File: config.mk
export PLATFORM = sky130hd
export DESIGN_NAME = pool_engine
export DESIGN_NICKNAME = d
export VERILOG_FILES = /design/src/rtl/pool_engine.sv
export SDC_FILE = /design/constraint.sdc
export NUM_CORES = 1
export LEC_CHECK = 0
export CORE_AREA = 5 5 138 140
export CTS_BUF_LIST = sky130_fd_sc_hd__clkbuf_8
export DETAILED_ROUTE_END_ITERATION = 6
export DIE_AREA = 0 0 143 145
export HOLD_SLACK_MARGIN = 0.1
export PLACE_DENSITY = 0.78
export SYNTH_ARGS = -nofsm -noshare
export SYNTH_HDL_FRONTEND = slang
export SYNTH_SLANG_ARGS = --single-unit
File: constraint.sdc
create_clock -name clk -period 5.99 [get_ports clk]
set_input_delay 1.4975 -clock clk [delete_from_list [all_inputs] [get_ports clk]]
set_output_delay 1.4975 -clock clk [all_outputs]
set_load 0.01 [all_outputs]
File: src/rtl/pool_engine.sv
// rtl/pool_engine.sv - POOLxPOOL max/average pooling engine over a channel-major feature map
module pool_engine #(
    parameter int DATA_W    = 8,
    parameter int ADDR_W    = 10,
    parameter int IN_DIM    = 12,
    parameter int POOL_LOG2 = 1,
    parameter int CH        = 4
) (
    input  logic              clk,
    input  logic              rst,
    input  logic              start,
    input  logic              mode,
    input  logic [ADDR_W-1:0] in_base,
    input  logic [ADDR_W-1:0] out_base,
    output logic              rd_en,
    output logic [ADDR_W-1:0] rd_adr,
    input  logic [DATA_W-1:0] rd_data,
    output logic              wr_en,
    output logic [ADDR_W-1:0] wr_adr,
    output logic [DATA_W-1:0] wr_data,
    output logic              busy,
    output logic              done
);
    localparam int POOL    = 1 << POOL_LOG2;
    localparam int OUT_DIM = IN_DIM >> POOL_LOG2;
    localparam int KW      = 2 * POOL_LOG2 + 1;
    localparam int CW      = 16;
    localparam int SUM_W   = DATA_W + 2 * POOL_LOG2;

    typedef enum logic [2:0] {S_IDLE, S_READ, S_ACC, S_WRITE, S_DONE} state_t;

    state_t              state_q, state_d;
    logic                mode_q, mode_d;
    logic [ADDR_W-1:0]   in_base_q, in_base_d, out_base_q, out_base_d;
    logic [KW-1:0]       widx_q, widx_d;
    logic [CW-1:0]       ch_q, ch_d, oy_q, oy_d, ox_q, ox_d;
    logic [CW-1:0]       ch_n, oy_n, ox_n;
    logic                last_win;
    logic [SUM_W-1:0]    acc_q, acc_next, acc_shift;
    logic                rd_first_q, rd_first_d, dvalid_q, dfirst_q;
    logic                rd_en_q, rd_en_d, wr_en_q, wr_en_d;
    logic [ADDR_W-1:0]   rd_adr_q, rd_adr_d, wr_adr_q, wr_adr_d;
    logic [DATA_W-1:0]   wr_data_q, wr_data_d;
    logic                busy_q, done_q;

    // Row-major offset inside the window: k = ky*POOL + kx.
    function automatic logic [ADDR_W-1:0] rd_addr(input logic [ADDR_W-1:0] base,
                                                  input logic [CW-1:0] c, input logic [CW-1:0] oy,
                                                  input logic [CW-1:0] ox, input logic [KW-1:0] k);
        logic [31:0] kx, ky;
        kx = 32'(k) & 32'(POOL - 1);
        ky = 32'(k) >> POOL_LOG2;
        return ADDR_W'(32'(base) + 32'(c) * 32'(IN_DIM * IN_DIM)
                       + (32'(oy) * 32'(POOL) + ky) * 32'(IN_DIM) + 32'(ox) * 32'(POOL) + kx);
    endfunction

    function automatic logic [ADDR_W-1:0] wr_addr(input logic [ADDR_W-1:0] base,
                                                  input logic [CW-1:0] c, input logic [CW-1:0] oy,
                                                  input logic [CW-1:0] ox);
        return ADDR_W'(32'(base) + 32'(c) * 32'(OUT_DIM * OUT_DIM) + 32'(oy) * 32'(OUT_DIM) + 32'(ox));
    endfunction

    // Data returns one cycle after its read strobe; the first datum of a window reloads.
    always_comb begin
        acc_next = acc_q;
        if (dvalid_q) begin
            if (dfirst_q)
                acc_next = SUM_W'(rd_data);
            else if (mode_q)
                acc_next = acc_q + SUM_W'(rd_data);
            else if (rd_data > acc_q[DATA_W-1:0])
                acc_next = SUM_W'(rd_data);
        end
        acc_shift = acc_next >> (2 * POOL_LOG2);
    end

    always_comb begin
        ox_n = ox_q + CW'(1);
        oy_n = oy_q;
        ch_n = ch_q;
        if (ox_q == CW'(OUT_DIM - 1)) begin
            ox_n = '0;
            oy_n = oy_q + CW'(1);
            if (oy_q == CW'(OUT_DIM - 1)) begin
                oy_n = '0;
                ch_n = ch_q + CW'(1);
            end
        end
        last_win = (ch_q == CW'(CH - 1)) && (oy_q == CW'(OUT_DIM - 1)) && (ox_q == CW'(OUT_DIM - 1));
    end

    always_comb begin
        state_d    = state_q;
        mode_d     = mode_q;
        in_base_d  = in_base_q;
        out_base_d = out_base_q;
        widx_d     = widx_q;
        ch_d       = ch_q;
        oy_d       = oy_q;
        ox_d       = ox_q;
        rd_en_d    = 1'b0;
        rd_first_d = 1'b0;
        rd_adr_d   = rd_adr_q;
        wr_en_d    = 1'b0;
        wr_adr_d   = wr_adr_q;
        wr_data_d  = wr_data_q;
        case (state_q)
            S_IDLE: if (start) begin
                state_d    = S_READ;
                mode_d     = mode;
                in_base_d  = in_base;
                out_base_d = out_base;
                ch_d       = '0;
                oy_d       = '0;
                ox_d       = '0;
                rd_en_d    = 1'b1;
                rd_first_d = 1'b1;
                rd_adr_d   = rd_addr(in_base, '0, '0, '0, '0);
                widx_d     = KW'(1);
            end
            S_READ: begin
                if (widx_q == KW'(POOL * POOL)) begin
                    state_d = S_ACC;
                    widx_d  = '0;
                end else begin
                    rd_en_d  = 1'b1;
                    rd_adr_d = rd_addr(in_base_q, ch_q, oy_q, ox_q, widx_q);
                    widx_d   = widx_q + KW'(1);
                end
            end
            S_ACC: begin
                state_d   = S_WRITE;
                wr_en_d   = 1'b1;
                wr_adr_d  = wr_addr(out_base_q, ch_q, oy_q, ox_q);
                wr_data_d = mode_q ? acc_shift[DATA_W-1:0] : acc_next[DATA_W-1:0];
            end
            S_WRITE: begin
                if (last_win) begin
                    state_d = S_DONE;
                end else begin
                    state_d    = S_READ;
                    ch_d       = ch_n;
                    oy_d       = oy_n;
                    ox_d       = ox_n;
                    rd_en_d    = 1'b1;
                    rd_first_d = 1'b1;
                    rd_adr_d   = rd_addr(in_base_q, ch_n, oy_n, ox_n, '0);
                    widx_d     = KW'(1);
                end
            end
            S_DONE:  state_d = S_IDLE;
            default: state_d = S_IDLE;
        endcase
    end

    always_ff @(posedge clk or posedge rst) begin
        if (rst) begin
            state_q    <= S_IDLE;
            mode_q     <= 1'b0;
            in_base_q  <= '0;
            out_base_q <= '0;
            widx_q     <= '0;
            ch_q       <= '0;
            oy_q       <= '0;
            ox_q       <= '0;
            acc_q      <= '0;
            rd_first_q <= 1'b0;
            dvalid_q   <= 1'b0;
            dfirst_q   <= 1'b0;
            rd_en_q    <= 1'b0;
            rd_adr_q   <= '0;
            wr_en_q    <= 1'b0;
            wr_adr_q   <= '0;
            wr_data_q  <= '0;
            busy_q     <= 1'b0;
            done_q     <= 1'b0;
        end else begin
            state_q    <= state_d;
            mode_q     <= mode_d;
            in_base_q  <= in_base_d;
            out_base_q <= out_base_d;
            widx_q     <= widx_d;
            ch_q       <= ch_d;
            oy_q       <= oy_d;
            ox_q       <= ox_d;
            acc_q      <= acc_next;
            rd_first_q <= rd_first_d;
            dvalid_q   <= rd_en_q;
            dfirst_q   <= rd_first_q;
            rd_en_q    <= rd_en_d;
            rd_adr_q   <= rd_adr_d;
            wr_en_q    <= wr_en_d;
            wr_adr_q   <= wr_adr_d;
            wr_data_q  <= wr_data_d;
            busy_q     <= (state_d != S_IDLE);
            done_q     <= (state_d == S_DONE);
        end
    end

    assign rd_en   = rd_en_q;
    assign rd_adr  = rd_adr_q;
    assign wr_en   = wr_en_q;
    assign wr_adr  = wr_adr_q;
    assign wr_data = wr_data_q;
    assign busy    = busy_q;
    assign done    = done_q;
endmodule

-- Word-level counts from Yosys, hierarchy flattened
Cells that the tools add are included.
- add/sub/neg operators: 16
- $mul: 6
- order comparisons: 1
- equality and inequality tests: 11
- multiplexer cells: 35
- reductions and logical operators: 10
- operators by type and width (kind ; count):
    $mux 16 ; 9
    $pmux 16 s2 ; 3
    $add 10x10->10 ; 9
    $mux 10 ; 7
    $add 16x1->16 const B ; 3
    $eq 16x3->1 const B ; 2
    $mul 16x4->6 const B ; 2
    $pmux 10 s3 ; 1
    $add 17x2->18 ; 1
    $mul 18x2->8 const B ; 1
    $mux 3 ; 6
    $eq 16x2->1 const B ; 1
    $mul 16x2->7 const B ; 1
    $mul 16x2->9 const B ; 1
    $mul 16x4->8 const B ; 1
    $pmux 3 s4 ; 1
    $add 10x1->10 ; 1
    $add 10x8->10 ; 1
    $pmux 3 s3 ; 1
    $gt 8x8->1 ; 1
    $mux 8 ; 1
    $eq 3x2->1 const B ; 2
    $eq 3x3->1 const B ; 2
    $ne 2x2->1 const B ; 3
    12 further kinds ; 18
- flip-flop bits (word level): 120
- input bits: 32
- logic and storage cells: 98

-- Longest topological paths before layout
Gate-level depths: netlist (run 1).
- depth in word-level cells: 9
- gate-level depth with buffers: 22
- gate-level depth less buffers: 21

-- Least setup slack after synthesis (run 1)
Ideal clock, no wire load.
- kind: register to register
- start: reg oy_q[5]
- end: reg rd_adr_q[9], in the netlist rd_adr[9]
- arrival time: 4437 ps
- path slack: 1423 ps
- stages on the path, launching flop included: 20
- buffers on the path: 0
- clock period less this slack: 4567 ps
- cell sequence: dfrtp_1 -> inv_1 -> ha_1 -> nor4b_2 -> and3_1 -> nand2_1 -> mux2i_1 -> inv_1 -> ha_1 -> ha_1 -> inv_1 -> fa_1 -> fa_1 -> inv_1 -> ha_1 -> a21oi_1 -> xnor3_1 -> xnor3_1 -> nor2_1 -> o31ai_2
- word-level cells in the longest chain between the ends: 9
- elaborated cells between the ends (all ways): 23
- classes of those cells: add/sub (8); mul (3); eq/ne (2); mux (7); reduce/logical (3)
- ends and longest elaborated chain (what ; line ; RTL):
    start, declared ; 36 ; logic [CW-1:0] ch_q, ch_d, oy_q, oy_d, ox_q, ox_d;
    start signal, assigned ; 184 ; oy_q <= oy_d;
    branches (longest 9 deep; another with $add 17x2->18) ; - ;
    end signal, assigned ; 191 ; rd_adr_q <= rd_adr_d;
    end, declared ; 42 ; logic [ADDR_W-1:0] rd_adr_q, rd_adr_d, wr_adr_q, wr_adr_d;
Parallel ways; which one is timed is not known. The select of a mux whose other input is x is not followed.
A chain may end at the register's enable or synchronous reset.

-- Worst setup path in the final report (run 1)
- start: reg ox_q[0]
- end: reg rd_adr_q[9], in the netlist rd_adr[9]
- word-level cells in the longest chain between the ends: 8
- elaborated cells between the ends (all ways): 18
- classes of those cells: add/sub (6); mul (2); eq/ne (2); mux (6); reduce/logical (2)
- ends and longest elaborated chain (what ; line ; RTL):
    start, declared ; 36 ;
    start signal, assigned ; 165 ; ox_q <= '0;
    start signal, assigned ; 185 ; ox_q <= ox_d;
    $eq 16x3->1 ; 81, 89 ;
    $mux 16 ; 81 ; if (ox_q == CW'(OUT_DIM - 1)) begin
    $mul 16x4->6 ; 53 ; return ADDR_W'(32'(base) + 32'(c) * 32'(IN_DIM * IN_DIM)
    $add 10x10->10 ; 53 ;
    $add 10x10->10 (2 in series) ; 54 ; + (32'(oy) * 32'(POOL) + ky) * 32'(IN_DIM) + 32'(ox) * 32'(POOL) + kx);
    $mux 10 ; 138 ; if (last_win) begin
    $pmux 10 s3 ; 107 ; case (state_q)
Several ways; a longest one is shown, not always the timed one. The select of a mux whose other input is x is not followed.

==> reports/results.md, run 1 <==
- dominant register cell in the synthesized netlist: dfrtp_1
- number of sinks on the clock net: 120
- number of failing hold endpoints at the final stage: 0
- arrival time reported for the critical path endpoint: 5850 ps
- Internal: 1.73 mW
- vias in the first global route: 7806
- final-layout setup total negative slack: 0 ps
- Cell Rows: 49
- largest vdd supply drop: 0.167 mV
- Hold/Removal Path Class: flip-flop to flip-flop
- MaxCap Viol Count: 0
- number of nets produced by synthesis: 1218
- most common cell after layout, fill and taps aside: nand2_1
- CTS clk-pin slew, worst paths: 80 ps
- Clock Skew: 12.1 ps
- Clk Latency, worst-skew pair: 450 ps
- antenna violations before repair: 0
- share of post-route cells with drive strength above 1: 6.14%
- CORE AREA: 0.0177 mm^2
- routability-driven placement congestion ratio: 0.967
- wire length of the first global-routing pass: 40200 um
- yosys synthesis warning count: 0
- dominant cell type by area after synthesis: dfrtp_1
- DRT antenna net count: 0
- transition time of the tightest slew-check pin: 867 ps
- power per cell area: 234 mW/mm^2
- critical path required time: 6300 ps
- clock tree from TritonCTS: done
- cts bufs inserted: 17
- setup repair bufs after CTS: 0
- vertical die dimension: 145 um
- area of the multi-input gates: 0.00599 mm^2
- Flop pwr share: 37.9%
- final critical path time including I/O delays and setup: 5530 ps
- Resize count post-CTS: 0
- Max Fclk: 0.181 GHz
- clock share of power: 32.0%
- Final Max Slew Viols: 0
- CP startpoint kind: flip-flop
- DP Wirelength: 18500 um
- Post-CTS Hold Fix Bufs: 0
- IO Port Bufs: 63
- highest-count cells in the layout ignoring fill and taps: nand2_1, inv_1, dfrtp_1, ha_1, o21ai_0
- level count of the clock H-tree: 4
- Setup violations, final: 0
- initial core utilization: 54.1%
- normalized max-slew margin: 42.1%
- average cell area after synthesis: 9.10 um^2
- number of search-and-repair iterations in the first detailed-routing pass: 7
- EDFF count, synth: 0
- detailed router's first-iteration violation count: 576
- crit path max fanout: 12
- distinct cell type count of the synthesized netlist: 79
- status: completed
- total placed instance area: 0.0104 mm^2
- average routed wire per standard cell: 18.0 um
- ratio of final minimum period to clock period: 92.4%
- biggest area contributors in the synthesized netlist: dfrtp_1, ha_1, fa_1
- Fill cells: 1463
- design area: 0.0109 mm^2
- Ports: 64
- post-synthesis cell area: 0.00958 mm^2
- largest net degree at the start of global routing: 55
- switching component of the power: 0.810 mW
- sum of overflow across all layers after global routing: 0
- proportion of register bits with asynchronous set or reset after synthesis: 100%
- proportion of synthesized chip area in sequential cells: 31.3%
- Die Outline Area: 0.0207 mm^2
- endpoint class of the critical path: flip-flop
- Total Routed Length: 24400 um
- fraction of power spent switching nets: 31.9%
- Post-Synthesis Cells: 1053
- All-Layer GR Usage: 24.1%
- layout-stage area growth over the synthesis result: 13.5%
- critical path type: flip-flop to flip-flop
- Final Hold Slack: 376 ps
- top-area cell type share of the netlist area: 31.3%
- vias per std cell: 5.78
- buffer depth of the longest clock path: 2
- post-layout net count: 1275
- unrepaired setup endpoints after global routing: no
- #FFs+latches synth: 120
- Setup WS post-layout: 455 ps
- clk root buf: clkbuf_8
- routed vias: 7817
- utilization after layout: 61.3%
- diode count: 0
- post-placement worst setup slack: 452 ps
- DRC violations left: 0
- area of all sequential standard cells: 0.00300 mm^2
- logic gate share of total power: 30.1%
- horizontal die dimension: 143 um
- Lkg Pwr: 5.15 nW
==> per-layer routing <==
layer  global-route usage, %  wire (um)  vias to the layer above
li1                        -          -                     3700
met1                    32.2      10300                     3782
met2                    39.2      11800                      281
met3                    5.03       1630                       54
met4                    7.70        652                        0
met5                       0          0                        -
==> layout make-up <==
class / count / area share [%]
timing repair buffer: 71 / 6.35
inverter: 124 / 4.31
multi-input combinational: 776 / 55.1
clock inverter: 14 / 1.68
tap: 229 / 2.64
clock buffer: 18 / 2.28
sequential: 120 / 27.6
==> per-stage QoR <==
step           instances  total power, mW
2_1_floorplan       1053             1.46
3_3_place_gp        1320             1.72
3_5_place_dp        1320             1.73
4_1_cts             1352             2.55
5_1_grt             1352             2.68
6_report            1352             2.54
==> power by group through the flow <==
stage	registers (mW)	logic, mW	clock network [mW]
after floorplan	0.987	0.478	0
after global placement	0.974	0.743	0
after detailed placement	0.977	0.757	0
after CTS	0.962	0.764	0.822
after global routing	0.973	0.844	0.859
final	0.962	0.763	0.813
==> synthesized netlist by cell type, drive strengths merged, types with 3 or more instances <==
cell	number
nand2	128
inv	123
dfrtp	120
ha	87
o21ai	75
nor2	70
xnor2	53
a21oi	52
fa	46
nand3	40
xor2	29
clkbuf	26
a21o	15
nor3	13
and3	12
nand4	10
o21bai	10
nor2b	9
o31ai	9
nand2b	8
buf	7
mux2i	7
nor4	7
or3	7
a211oi	6
a221o	6
a22oi	5
mux2	5
nor4b	5
o211ai	5
o22ai	5
a31oi	4
o41ai	4
a31o	3
and2	3
and4	3
o21a	3
xnor3	3
==> flip-flops by register name, indices dropped and copies added (netlist names) <==
name and cells:
ch_q 16, ox_q 16, oy_q 16, acc_q 10, in_base_q 10, out_base_q 10, rd_adr 10, wr_adr 10
wr_data 8, state_q 3, widx_q 3, busy 1, dfirst_q 1, done 1, dvalid_q 1, mode_q 1
rd_en 1, rd_first_q 1, wr_en 1
==> logic make-up (layout without fill, tap and decap cells) <==
| family | Yosys count | in the layout | share of synthesized area [%] |
|---|---|---|---|
| adder cells (fa/ha/maj) | 133 | 133 | 21.0 |
| multiplexers | 12 | 12 | 1.32 |
| AND/OR/NAND/NOR | 323 | 323 | 16.6 |
| buffers and inverters | 157 | 227 | 6.30 |
| flip-flops | 120 | 120 | 31.3 |
| AO/OA/AOI/OAI | 223 | 223 | 15.3 |
| XOR/XNOR | 85 | 85 | 8.20 |
==> worst max-delay path, cell delays in order (launching register included) <==
cell and delay, ps:
dfrtp_1 520, ha_1 230, nor4b_4 280, and4_1 570, nand2_1 320, mux2i_1 400
inv_1 90, ha_1 310, ha_1 280, inv_1 70, fa_1 430, fa_1 540
inv_1 40, ha_1 310, a21oi_1 190, xnor3_1 260, xnor3_1 350, nor2_1 140
o31ai_2 70
==> worst paths after layout <==
path	from	to	slack [ps]	depth (start not counted)
min in group asynchronous	rst	rd_adr[7]	1510	2
max in group asynchronous	rst	oy_q[4]	3500	3
worst max register to register	ox_q[0]	rd_adr[9]	460	18
worst min register to register	rd_first_q	dfirst_q	380	0
worst min-delay path	rd_first_q	dfirst_q	380	0
worst max-delay path	ox_q[0]	rd_adr[9]	460	18
(Power assumes the default switching activity.)
==> run 2, diff against run 1 <==
Settings changed: CORE_AREA 5 5 138 140 to 10 10 143 145, DIE_AREA 0 0 143 145 to 0 0 153 155.
==> run 2 against run 1 <==
Effect of this change: sequential cell count stayed put; count of clock-buffer cells in the layout decreased by 1; final cell count unchanged; design area down 0.28%; critical endpoint unchanged; global-route usage shrank 3.2 points.
==> reports/results.md, run 2 (synthesis gave the netlist of run 1 again) <==
- Flop pwr share: 39.1%, was 37.9%
- Max Fclk: 0.189 GHz, was 0.181 GHz
- switching component of the power: 0.818 mW, was 0.810 mW
- routed vias: 7729, was 7817
- logic gate share of total power: 30.9%, was 30.1%
- area of the multi-input gates: 0.00599 mm^2, unchanged
- transition time of the tightest slew-check pin: 775 ps, was 867 ps
- Ports: 64, unchanged
- Resize count post-CTS: 0, unchanged
- antenna violations before repair: 0, unchanged
- detailed router's first-iteration violation count: 529, was 576
- post-layout net count: 1275, unchanged
- number of search-and-repair iterations in the first detailed-routing pass: 5, was 7
- MaxCap Viol Count: 0, unchanged
- clock share of power: 30.0%, was 32.0%
- Hold/Removal Path Class: flip-flop to flip-flop, unchanged
- ratio of final minimum period to clock period: 88.1%, was 92.4%
- area of all sequential standard cells: 0.00300 mm^2, unchanged
- setup repair bufs after CTS: 0, unchanged
- register-to-register path setup slack: 710 ps, was 460 ps
- Lkg Pwr: 5.14 nW, was 5.15 nW
- Die Outline Area: 0.0237 mm^2, was 0.0207 mm^2
- CTS clk-pin slew, worst paths: 80 ps, about the same
- number of failing hold endpoints at the final stage: 0, unchanged
- initial core utilization: 54.3%, was 54.1%
- arrival time reported for the critical path endpoint: 5600 ps, was 5850 ps
- endpoint class of the critical path: flip-flop, unchanged
- critical path required time: 6310 ps, was 6300 ps
- Internal: 1.64 mW, was 1.73 mW
- IO Port Bufs: 63, unchanged
- share of post-route cells with drive strength above 1: 6.14%, unchanged
- vias per std cell: 5.72, was 5.78
- routability-driven placement congestion ratio: 0.912, was 0.967
- CP startpoint kind: flip-flop, unchanged
- Post-CTS Hold Fix Bufs: 0, unchanged
- layout-stage area growth over the synthesis result: 13.2%, was 13.5%
- most common cell after layout, fill and taps aside: nand2_1, unchanged
- All-Layer GR Usage: 20.9%, was 24.1%
- Clk Latency, worst-skew pair: 470 ps, was 450 ps
- normalized max-slew margin: 48.2%, was 42.1%
- average routed wire per standard cell: 18.1 um, was 18.0 um
- unrepaired setup endpoints after global routing: no, unchanged
- cts bufs inserted: 17, unchanged
- sum of overflow across all layers after global routing: 0, unchanged
- Final Max Slew Viols: 0, unchanged
- largest vdd supply drop: 0.164 mV, was 0.167 mV
- DP Wirelength: 18800 um, was 18500 um
- clock tree from TritonCTS: done, unchanged
- critical path type: flip-flop to flip-flop, unchanged
- largest registers: ch_q (16), ox_q (16), oy_q (16), unchanged
- vias in the first global route: 7745, was 7806
- fraction of power spent switching nets: 33.3%, was 31.9%
- design area: 0.0108 mm^2, was 0.0109 mm^2
- wire length of the first global-routing pass: 40500 um, was 40200 um
- buffer depth of the longest clock path: 2, unchanged
- horizontal die dimension: 153 um, was 143 um
- crit path max fanout: 7, was 12
- final-layout setup total negative slack: 0 ps, unchanged
- level count of the clock H-tree: 4, unchanged
- Total Routed Length: 24500 um, was 24400 um
- vertical die dimension: 155 um, was 145 um
- largest net degree at the start of global routing: 121, was 55
- power per cell area: 227 mW/mm^2, was 234 mW/mm^2
- CORE AREA: 0.0177 mm^2, about the same
- number of sinks on the clock net: 120, unchanged
- DRT antenna net count: 0, unchanged
- Cell Rows: 49, unchanged
- Setup violations, final: 0, unchanged
- total placed instance area: 0.0105 mm^2, was 0.0104 mm^2
- DRC violations left: 0, unchanged
- final critical path time including I/O delays and setup: 5280 ps, was 5530 ps
- Clock Skew: 14.4 ps, was 12.1 ps
- highest-count cells in the layout ignoring fill and taps: nand2_1, inv_1, dfrtp_1, ha_1, o21ai_0, unchanged
- diode count: 0, unchanged
- Fill cells: 1537, was 1463
- clk root buf: clkbuf_8, unchanged
- status: completed, unchanged
-- run 2: area by class of cell --
type / count / area share [%]
Tap cell: 229 / 2.64
Clock inverter: 15 / 1.42
Sequential cell: 120 / 27.7
Clock buffer: 17 / 2.16
Timing Repair Buffer: 71 / 6.49
Inverter: 124 / 4.32
Multi-Input combinational cell: 776 / 55.3
-- run 2: stage by stage --
stage	setup slack [ps]	power, mW	hold slack [ps]	instances	util (%)
after floorplan	1310	1.46	331	1053	-
after global placement	871	1.72	332	1320	59.2
after detailed placement	719	1.74	351	1320	59.2
after CTS	705	2.47	368	1352	61.4
after global routing	374	2.60	389	1352	61.4
final	713	2.46	365	1352	61.4
-- run 2: metal layers --
layer / vias to the layer above / wire [um] / GRT usage (%)
met3: 44 / 1630 / 4.11
li1: 3698 / - / -
met4: 0 / 621 / 7.54
met2: 258 / 11800 / 35.1
met1: 3729 / 10400 / 26.3
met5: - / 0 / 0
-- run 2: critical path, stage by stage, from the launching register on --
cell	delay (ps)
dfrtp_1	490
inv_1	100
ha_1	150
nor4b_4	260
and4_1	370
nand2_1	160
o21ai_0	600
ha_1	310
fa_1	410
inv_1	80
fa_1	420
inv_1	70
ha_1	260
a21o_1	170
a21oi_1	230
o21bai_1	90
a21oi_1	180
xnor3_1	250
xnor3_1	340
nor2_1	120
o31ai_2	70
-- run 2: power groups by stage --
| stage | sequential (mW) | clock, mW | combinational, mW |
|---|---|---|---|
| global placement | 0.974 | 0 | 0.748 |
| global route | 0.973 | 0.782 | 0.847 |
| detailed placement | 0.975 | 0 | 0.761 |
| finish | 0.959 | 0.737 | 0.760 |
| floorplan | 0.987 | 0 | 0.478 |
| CTS | 0.959 | 0.744 | 0.766 |
-- run 2: final timing paths --
| kind | depth (start not counted) | startpoint | to |
|---|---|---|---|
| setup / recovery | 20 | ox_q[1] | rd_adr[9] |
| setup reg to reg | 20 | ox_q[1] | rd_adr[9] |
| hold / removal | 0 | rd_first_q | dfirst_q |
| min in group asynchronous | 3 | rst | widx_q[2] |
| max in group asynchronous | 3 | rst | oy_q[7] |
| hold reg to reg | 0 | rd_first_q | dfirst_q |
